$ cat src/rtl/ir_frame_tx_if.sv
// Frame request handshake between the PS register block and ir_frame_tx.
interface ir_frame_tx_if #(
  parameter int unsigned SEG0_W = 35,
  parameter int unsigned SEG1_W = 32
);
  logic              tx_valid;
  logic              tx_ready;
  logic [SEG0_W-1:0] seg0_data;
  logic [SEG1_W-1:0] seg1_data;
  logic              tx_abort;

  modport master (output tx_valid, seg0_data, seg1_data, tx_abort, input tx_ready);
  modport slave  (input tx_valid, seg0_data, seg1_data, tx_abort, output tx_ready);
endinterface

$ cat src/rtl/ir_frame_tx.sv
// Pulse-distance IR frame transmitter: header, SEG0, optional connect + SEG1, trailer.
// Define IR_FRAME_TX_CARRIER_EN to gate the envelope with the internal carrier.
module ir_frame_tx #(
  parameter int unsigned CARRIER_DIV  = 2631,
  parameter int unsigned CARRIER_HIGH = 1316,
  parameter int unsigned HDR_MARK     = 900000,
  parameter int unsigned HDR_SPACE    = 450000,
  parameter int unsigned BIT_MARK     = 60000,
  parameter int unsigned ZERO_SPACE   = 60000,
  parameter int unsigned ONE_SPACE    = 160000,
  parameter int unsigned CONN_MARK    = 60000,
  parameter int unsigned CONN_SPACE   = 2000000,
  parameter int unsigned TRAIL_MARK   = 60000,
  parameter int unsigned SEG0_BITS    = 35,
  parameter int unsigned SEG1_BITS    = 32
) (
  input  logic         clk,
  input  logic         rst,
  ir_frame_tx_if.slave tx,
  output logic         busy,
  output logic         done,
  output logic         envelope,
  output logic         IR_out
);

  function automatic int unsigned max2(input int unsigned a, input int unsigned b);
    return (a > b) ? a : b;
  endfunction

  localparam int unsigned SEG1_W  = (SEG1_BITS == 0) ? 1 : SEG1_BITS;
  localparam int unsigned MAX_LEN = max2(max2(max2(HDR_MARK, HDR_SPACE), max2(BIT_MARK, ZERO_SPACE)),
                                         max2(max2(ONE_SPACE, CONN_MARK), max2(CONN_SPACE, TRAIL_MARK)));
  localparam int unsigned CNT_W   = $clog2(MAX_LEN + 1);
  localparam int unsigned IDX_W   = 7;

  if (CARRIER_DIV < 2 || CARRIER_HIGH < 1 || CARRIER_HIGH >= CARRIER_DIV ||
      SEG0_BITS < 1 || SEG0_BITS > 64 || SEG1_BITS > 64) begin : g_param_check
    $error("ir_frame_tx: illegal parameter set");
  end

  // Phase counter holds remaining cycles minus one.
  function automatic logic [CNT_W-1:0] reload(input int unsigned n);
    return CNT_W'(n - 1);
  endfunction

  typedef enum logic [2:0] {
    S_IDLE, S_HEADER, S_SEG0, S_CONNECT, S_SEG1, S_TRAILER
  } state_t;

  state_t                 state_q, state_n;
  logic                   space_q, space_n;
  logic [CNT_W-1:0]       cnt_q, cnt_n;
  logic [IDX_W-1:0]       idx_q, idx_n;
  logic [SEG0_BITS-1:0]   seg0_q, seg0_n;
  logic [SEG1_W-1:0]      seg1_q, seg1_n;
  logic                   env_n, done_n, ir_n, accept_c, cur_bit_c;
  logic                   ready_q;

  assign tx.tx_ready = ready_q;

  always_comb begin
    state_n   = state_q;
    space_n   = space_q;
    cnt_n     = cnt_q;
    idx_n     = idx_q;
    seg0_n    = seg0_q;
    seg1_n    = seg1_q;
    env_n     = envelope;
    done_n    = 1'b0;
    accept_c  = 1'b0;
    cur_bit_c = (state_q == S_SEG1) ? seg1_q[SEG1_W-1] : seg0_q[SEG0_BITS-1];

    if (state_q == S_IDLE) begin
      if (tx.tx_valid) begin
        accept_c = 1'b1;
        state_n  = S_HEADER;
        space_n  = 1'b0;
        cnt_n    = reload(HDR_MARK);
        env_n    = 1'b1;
        seg0_n   = tx.seg0_data;
        seg1_n   = tx.seg1_data;
      end
    end else if (tx.tx_abort) begin
      state_n = S_IDLE;
      space_n = 1'b0;
      cnt_n   = '0;
      idx_n   = '0;
      env_n   = 1'b0;
    end else if (cnt_q != '0) begin
      cnt_n = cnt_q - CNT_W'(1);
    end else begin
      case (state_q)
        S_HEADER: begin
          if (!space_q) begin
            space_n = 1'b1;
            cnt_n   = reload(HDR_SPACE);
            env_n   = 1'b0;
          end else begin
            state_n = S_SEG0;
            space_n = 1'b0;
            cnt_n   = reload(BIT_MARK);
            env_n   = 1'b1;
            idx_n   = IDX_W'(SEG0_BITS - 1);
          end
        end
        S_SEG0, S_SEG1: begin
          if (!space_q) begin
            space_n = 1'b1;
            cnt_n   = cur_bit_c ? reload(ONE_SPACE) : reload(ZERO_SPACE);
            env_n   = 1'b0;
          end else if (idx_q != '0) begin
            idx_n   = idx_q - IDX_W'(1);
            space_n = 1'b0;
            cnt_n   = reload(BIT_MARK);
            env_n   = 1'b1;
            if (state_q == S_SEG0) seg0_n = seg0_q << 1;
            else                   seg1_n = seg1_q << 1;
          end else if (state_q == S_SEG0 && SEG1_BITS != 0) begin
            state_n = S_CONNECT;
            space_n = 1'b0;
            cnt_n   = reload(CONN_MARK);
            env_n   = 1'b1;
          end else begin
            state_n = S_TRAILER;
            space_n = 1'b0;
            cnt_n   = reload(TRAIL_MARK);
            env_n   = 1'b1;
          end
        end
        S_CONNECT: begin
          if (!space_q) begin
            space_n = 1'b1;
            cnt_n   = reload(CONN_SPACE);
            env_n   = 1'b0;
          end else begin
            state_n = S_SEG1;
            space_n = 1'b0;
            cnt_n   = reload(BIT_MARK);
            env_n   = 1'b1;
            idx_n   = IDX_W'(SEG1_W - 1);
          end
        end
        S_TRAILER: begin
          state_n = S_IDLE;
          space_n = 1'b0;
          env_n   = 1'b0;
          done_n  = 1'b1;
        end
        default: begin
          state_n = S_IDLE;
          space_n = 1'b0;
          env_n   = 1'b0;
        end
      endcase
    end
  end

`ifdef IR_FRAME_TX_CARRIER_EN
  localparam int unsigned CAR_W = $clog2(CARRIER_DIV);

  logic [CAR_W-1:0] car_q, car_n;

  // Free-running carrier phase, restarted so every frame begins on a high half.
  always_comb begin
    car_n = car_q + CAR_W'(1);
    if (accept_c || car_q == CAR_W'(CARRIER_DIV - 1)) car_n = '0;
    ir_n = env_n & (car_n < CAR_W'(CARRIER_HIGH));
  end

  always_ff @(posedge clk or negedge rst) begin
    if (!rst) car_q <= '0;
    else      car_q <= car_n;
  end
`else
  always_comb ir_n = env_n;
`endif

  always_ff @(posedge clk or negedge rst) begin
    if (!rst) begin
      state_q  <= S_IDLE;
      space_q  <= 1'b0;
      cnt_q    <= '0;
      idx_q    <= '0;
      seg0_q   <= '0;
      seg1_q   <= '0;
      ready_q  <= 1'b1;
      busy     <= 1'b0;
      done     <= 1'b0;
      envelope <= 1'b0;
      IR_out   <= 1'b0;
    end else begin
      state_q  <= state_n;
      space_q  <= space_n;
      cnt_q    <= cnt_n;
      idx_q    <= idx_n;
      seg0_q   <= seg0_n;
      seg1_q   <= seg1_n;
      ready_q  <= (state_n == S_IDLE);
      busy     <= (state_n != S_IDLE);
      done     <= done_n;
      envelope <= env_n;
      IR_out   <= ir_n;
    end
  end

endmodule
$ cat src/flat_wrapper.sv
// flat-port wrapper written by rule: the top's interface ports become plain ports
module ir_frame_tx_flat 
#(
  parameter int unsigned CARRIER_DIV  = 2631,
  parameter int unsigned CARRIER_HIGH = 1316,
  parameter int unsigned HDR_MARK     = 900000,
  parameter int unsigned HDR_SPACE    = 450000,
  parameter int unsigned BIT_MARK     = 60000,
  parameter int unsigned ZERO_SPACE   = 60000,
  parameter int unsigned ONE_SPACE    = 160000,
  parameter int unsigned CONN_MARK    = 60000,
  parameter int unsigned CONN_SPACE   = 2000000,
  parameter int unsigned TRAIL_MARK   = 60000,
  parameter int unsigned SEG0_BITS    = 35,
  parameter int unsigned SEG1_BITS    = 32
)
  (clk, rst, busy, done, envelope, IR_out, tx_tx_valid, tx_seg0_data, tx_seg1_data, tx_tx_abort, tx_tx_ready);
  ir_frame_tx_if tx_i ();
  input  logic clk;
  input  logic rst;
  output logic busy;
  output logic done;
  output logic envelope;
  output logic IR_out;
  input wire logic [$bits(tx_i.tx_valid)-1:0] tx_tx_valid;
  input wire logic [$bits(tx_i.seg0_data)-1:0] tx_seg0_data;
  input wire logic [$bits(tx_i.seg1_data)-1:0] tx_seg1_data;
  input wire logic [$bits(tx_i.tx_abort)-1:0] tx_tx_abort;
  output wire logic [$bits(tx_i.tx_ready)-1:0] tx_tx_ready;
  assign tx_i.tx_valid = tx_tx_valid;
  assign tx_i.seg0_data = tx_seg0_data;
  assign tx_i.seg1_data = tx_seg1_data;
  assign tx_i.tx_abort = tx_tx_abort;
  assign tx_tx_ready = tx_i.tx_ready;
  ir_frame_tx #(.CARRIER_DIV(CARRIER_DIV), .CARRIER_HIGH(CARRIER_HIGH), .HDR_MARK(HDR_MARK), .HDR_SPACE(HDR_SPACE), .BIT_MARK(BIT_MARK), .ZERO_SPACE(ZERO_SPACE), .ONE_SPACE(ONE_SPACE), .CONN_MARK(CONN_MARK), .CONN_SPACE(CONN_SPACE), .TRAIL_MARK(TRAIL_MARK), .SEG0_BITS(SEG0_BITS), .SEG1_BITS(SEG1_BITS)) u_core (.clk(clk), .rst(rst), .tx(tx_i), .busy(busy), .done(done), .envelope(envelope), .IR_out(IR_out));
endmodule
$ cat config.mk
export PLATFORM = sky130hd
export DESIGN_NAME = ir_frame_tx_flat
export DESIGN_NICKNAME = d
export VERILOG_FILES = /design/src/rtl/ir_frame_tx_if.sv /design/src/rtl/ir_frame_tx.sv /design/src/flat_wrapper.sv
export SDC_FILE = /design/constraint.sdc
export NUM_CORES = 1
export LEC_CHECK = 0
export CAP_MARGIN = 10
export CORE_ASPECT_RATIO = 1.75
export CORE_MARGIN = 4
export CORE_UTILIZATION = 60
export DETAILED_ROUTE_END_ITERATION = 10
export PLACE_DENSITY = 0.91
export SLEW_MARGIN = 20
export SYNTH_ARGS = -nofsm -noshare
export SYNTH_HDL_FRONTEND = slang
export SYNTH_SLANG_ARGS = --single-unit
$ cat constraint.sdc
create_clock -name clk -period 6 [get_ports clk]
set_clock_uncertainty 0.15 [all_clocks]
set_input_delay 0.6 -clock clk [delete_from_list [all_inputs] [get_ports clk]]
set_output_delay 0.6 -clock clk [all_outputs]
set_load 0.005 [all_outputs]
==> flow_summary_export.csv <==
group,metric,value,unit
outcome,status,"complete, no violations",
worst_setup_path,critical_path_class,"reg -> reg",
floorplan,fp-row-count,47,
floorplan,die_height,139,um
worst_setup_path,crit_path_max_fanout,24,
clock_tree,cts-buffers-inserted,9,
global_route,grt_pass1_wl,25500,um
global_route,grt-ovfl-total,0,
sta,hold_viol,0,
clock_tree,cts.clk_slew.worst_paths,80,ps
finish,drive_gt1_share,14.4,%
sta,slew_headroom,32.8,%
finish,final_area,0.00689,mm2
clock_tree,cts_buffer_depth,2,
clock_tree,cts_tree,"built",
finish,fin_nets,778,
clock_tree,holdBufCountCts,1,
finish,mostFrequentLayoutCell,"nand2_1",
logic_synthesis,ys_ff_latch,103,
finish,diodes,0,
pwr,powerDensity,379,mW/mm2
clock_tree,cts.sinks,103,
worst_setup_path,r2r_cells,6,
logic_synthesis,synth.area.top_cells,"dfrtp_1 (43%), nand2_1 (11%), mux2_2 (6.5%), a31oi_2 (5.9%), nor2_1 (3.4%)",
finish,areaGrowthSynthToFinish,16.7,%
drt,drtAntennaViolNets,0,
worst_setup_path,start_kind,"register",
global_route,antenna_found_initial,0,
floorplan,initial_core_util,62.0,%
placed_design,dpl.hpwl,10600,um
worst_setup_path,end_kind,"register",
drt,first_pass_iters,6,
worst_setup_path,required,6030,ps
sta,slew_violations,0,
sta,fmax,269,MHz
placed_design,portBuffers,75,
drt,viasPerCell,6.39,
placed_design,routabilityCongestion,1.06,
worst_setup_path,r2r_start,"u_core.cnt_q[10]$_DFFE_PN0P_",
placed_design,post_dp_cell_area,0.00659,mm2
worst_setup_path,r2r_setup_slack,2290,ps
pwr,power,2610,uW
clock_tree,cts_resized,0,
logic_synthesis,netlist.top_cell.by_area,"dfrtp_1",
worst_setup_path,cp.arrival,3750,ps
floorplan,die_w,83.0,um
clock_tree,cts_root_buf,"clkbuf_16",
logic_synthesis,synth_cells,660,
global_route,grt_start_max_net_pins,83,
logic_synthesis,synth_ff_type,"dfrtp_1",
sta,tightest_slew,1010,ps
floorplan,ios,76,
sta,fin_crit,3710,ps
floorplan,design.core.area,0.00953,mm2
clock_tree,cts_setup_buffers,0,
drt,vias,5308,
logic_synthesis,synth.cell_area,0.00591,mm2
drt,routedWlPerCell,18.6,um
logic_synthesis,yosys_warnings,0,
run,cap_viol_max_count,0,
drt,drtIter0Drc,611,
floorplan,dieArea,0.0116,mm2
drt,drt-total-wl,15400,um
clock_tree,cts_max_level,3,
pwr,leakage,0.00288,uW
logic_synthesis,yosysSeqAreaShare,43.7,%
logic_synthesis,synth_cell_types,67,
finish,fillers,723,
pwr,vdd_drop_max,0.224,mV
sta,setup-violations-final,0,
logic_synthesis,synth_edf_count,0,
worst_setup_path,crit_start,"u_core.cnt_q[10]$_DFFE_PN0P_",
logic_synthesis,async_reset_ff_share,100,%
sta,grt_setup_unrepaired,"no",
global_route,grt_pass1_vias,5427,
drt,drt_drc_violations_left,0,
worst_setup_path,worstSetupEndpoint,"u_core.cnt_q[15]$_DFFE_PN0P_",
sta,period_share,61.9,%
worst_hold_path,hold_path.class,"reg -> reg",
worst_setup_path,r2r-end,"u_core.cnt_q[15]$_DFFE_PN0P_",
logic_synthesis,yosysTopAreaCellShare,43.2,%
global_route,track_usage,26.8,%
logic_synthesis,syn_avg_cell_area,8.95,um2
sta,setup-tns-final,0,ps
clock_tree,clock_latency,350,ps
finish,final_cell_mix,"nand2_1 (178), dfrtp_1 (102), clkdlybuf4s50_1 (74), nor2_1 (54), mux2_2 (34)",
logic_synthesis,synth_fp_nets,734,
-- worst min path at each step --
stage,from,endpoint,depth (start not counted),slack [ps]
final,u_core.cnt_q[13]$_DFFE_PN0P_,u_core.cnt_q[13]$_DFFE_PN0P_,1,360
after global routing,u_core.cnt_q[13]$_DFFE_PN0P_,u_core.cnt_q[13]$_DFFE_PN0P_,1,380
after CTS,u_core.cnt_q[13]$_DFFE_PN0P_,u_core.cnt_q[13]$_DFFE_PN0P_,1,350
after detailed placement,u_core.seg0_q[0]$_DFFE_PN0P_,u_core.seg0_q[0]$_DFFE_PN0P_,1,330
after floorplan,rst,u_core.busy$_DFF_PN0_,0,150
after global placement,u_core.seg0_q[0]$_DFFE_PN0P_,u_core.seg0_q[0]$_DFFE_PN0P_,1,330
-- sequential cells by signal (all words and copies together), names as in the netlist --
name,cells
u_core.busy,1
u_core.cnt_q,21
u_core.done,1
u_core.envelope,1
u_core.idx_q,7
u_core.seg0_q,35
u_core.seg1_q,32
u_core.space_q,1
u_core.state_q,3
u_core.tx.tx_ready,1
-- layer usage --
| metal | part of all wire (%) | track usage (%) |
|---|---|---|
| met1 | 37 | 30.1 |
| met2 | 52 | 46.7 |
| met3 | 6.2 | 5.44 |
| met4 | 5.1 | 15.0 |
| met5 | 0 | 0 |
-- per-stage QoR --
stage,setup slack [ps],util [%],hold WS [ps],cells
after floorplan,3130,-,154,660
after global placement,2390,69.1,333,814
after detailed placement,2310,69.1,331,814
after CTS,2420,72.3,354,831
after global routing,2110,72.3,381,831
final,2290,72.3,359,831
-- report_power, final --
part	switching (uW)	internal (uW)
Sequential	199	954
Combinational	472	392
Clock	269	326
Total	940	1670
-- critical path: stages, from the launching register on --
cell	delay [ps]
dfrtp_1	450
or4_1	700
or4_1	650
nor2_2	760
a31oi_1	510
a21oi_1	250
a311oi_1	70
-- cell type report --
cell class / instances / area (um2) / share of cell area [%]
inverter: 10 / 37.5 / 0.545
sequential: 103 / 2580 / 37.4
timing repair buffer: 80 / 788 / 11.4
tap: 122 / 153 / 2.21
multi-input combinational: 500 / 3040 / 44.1
clock buffer: 10 / 229 / 3.32
clock inverter: 6 / 67.6 / 0.980
-- synth_stat cells, types with 10 or more instances --
library cell and count:
a21oi_1 28, a31oi_1 12, a31oi_2 28, clkbuf_1 30, dfrtp_1 102, inv_1 10
mux2_2 34, nand2_1 178, nor2_1 54, nor3_1 16, nor4_1 10, o21ai_0 24
-- kinds of logic (layout without fill, tap and decap cells) --
group,count (synthesis),after routing,synth area share (%)
simple gates,312,312,24.0
compound gates,146,146,19.5
flops,103,103,43.7
buf+inv,57,106,5.00
mux,34,34,6.48
xor+xnor,5,5,0.742
fa+ha+maj,3,3,0.636
No activity file was read; power rests on OpenSTA's default activity.
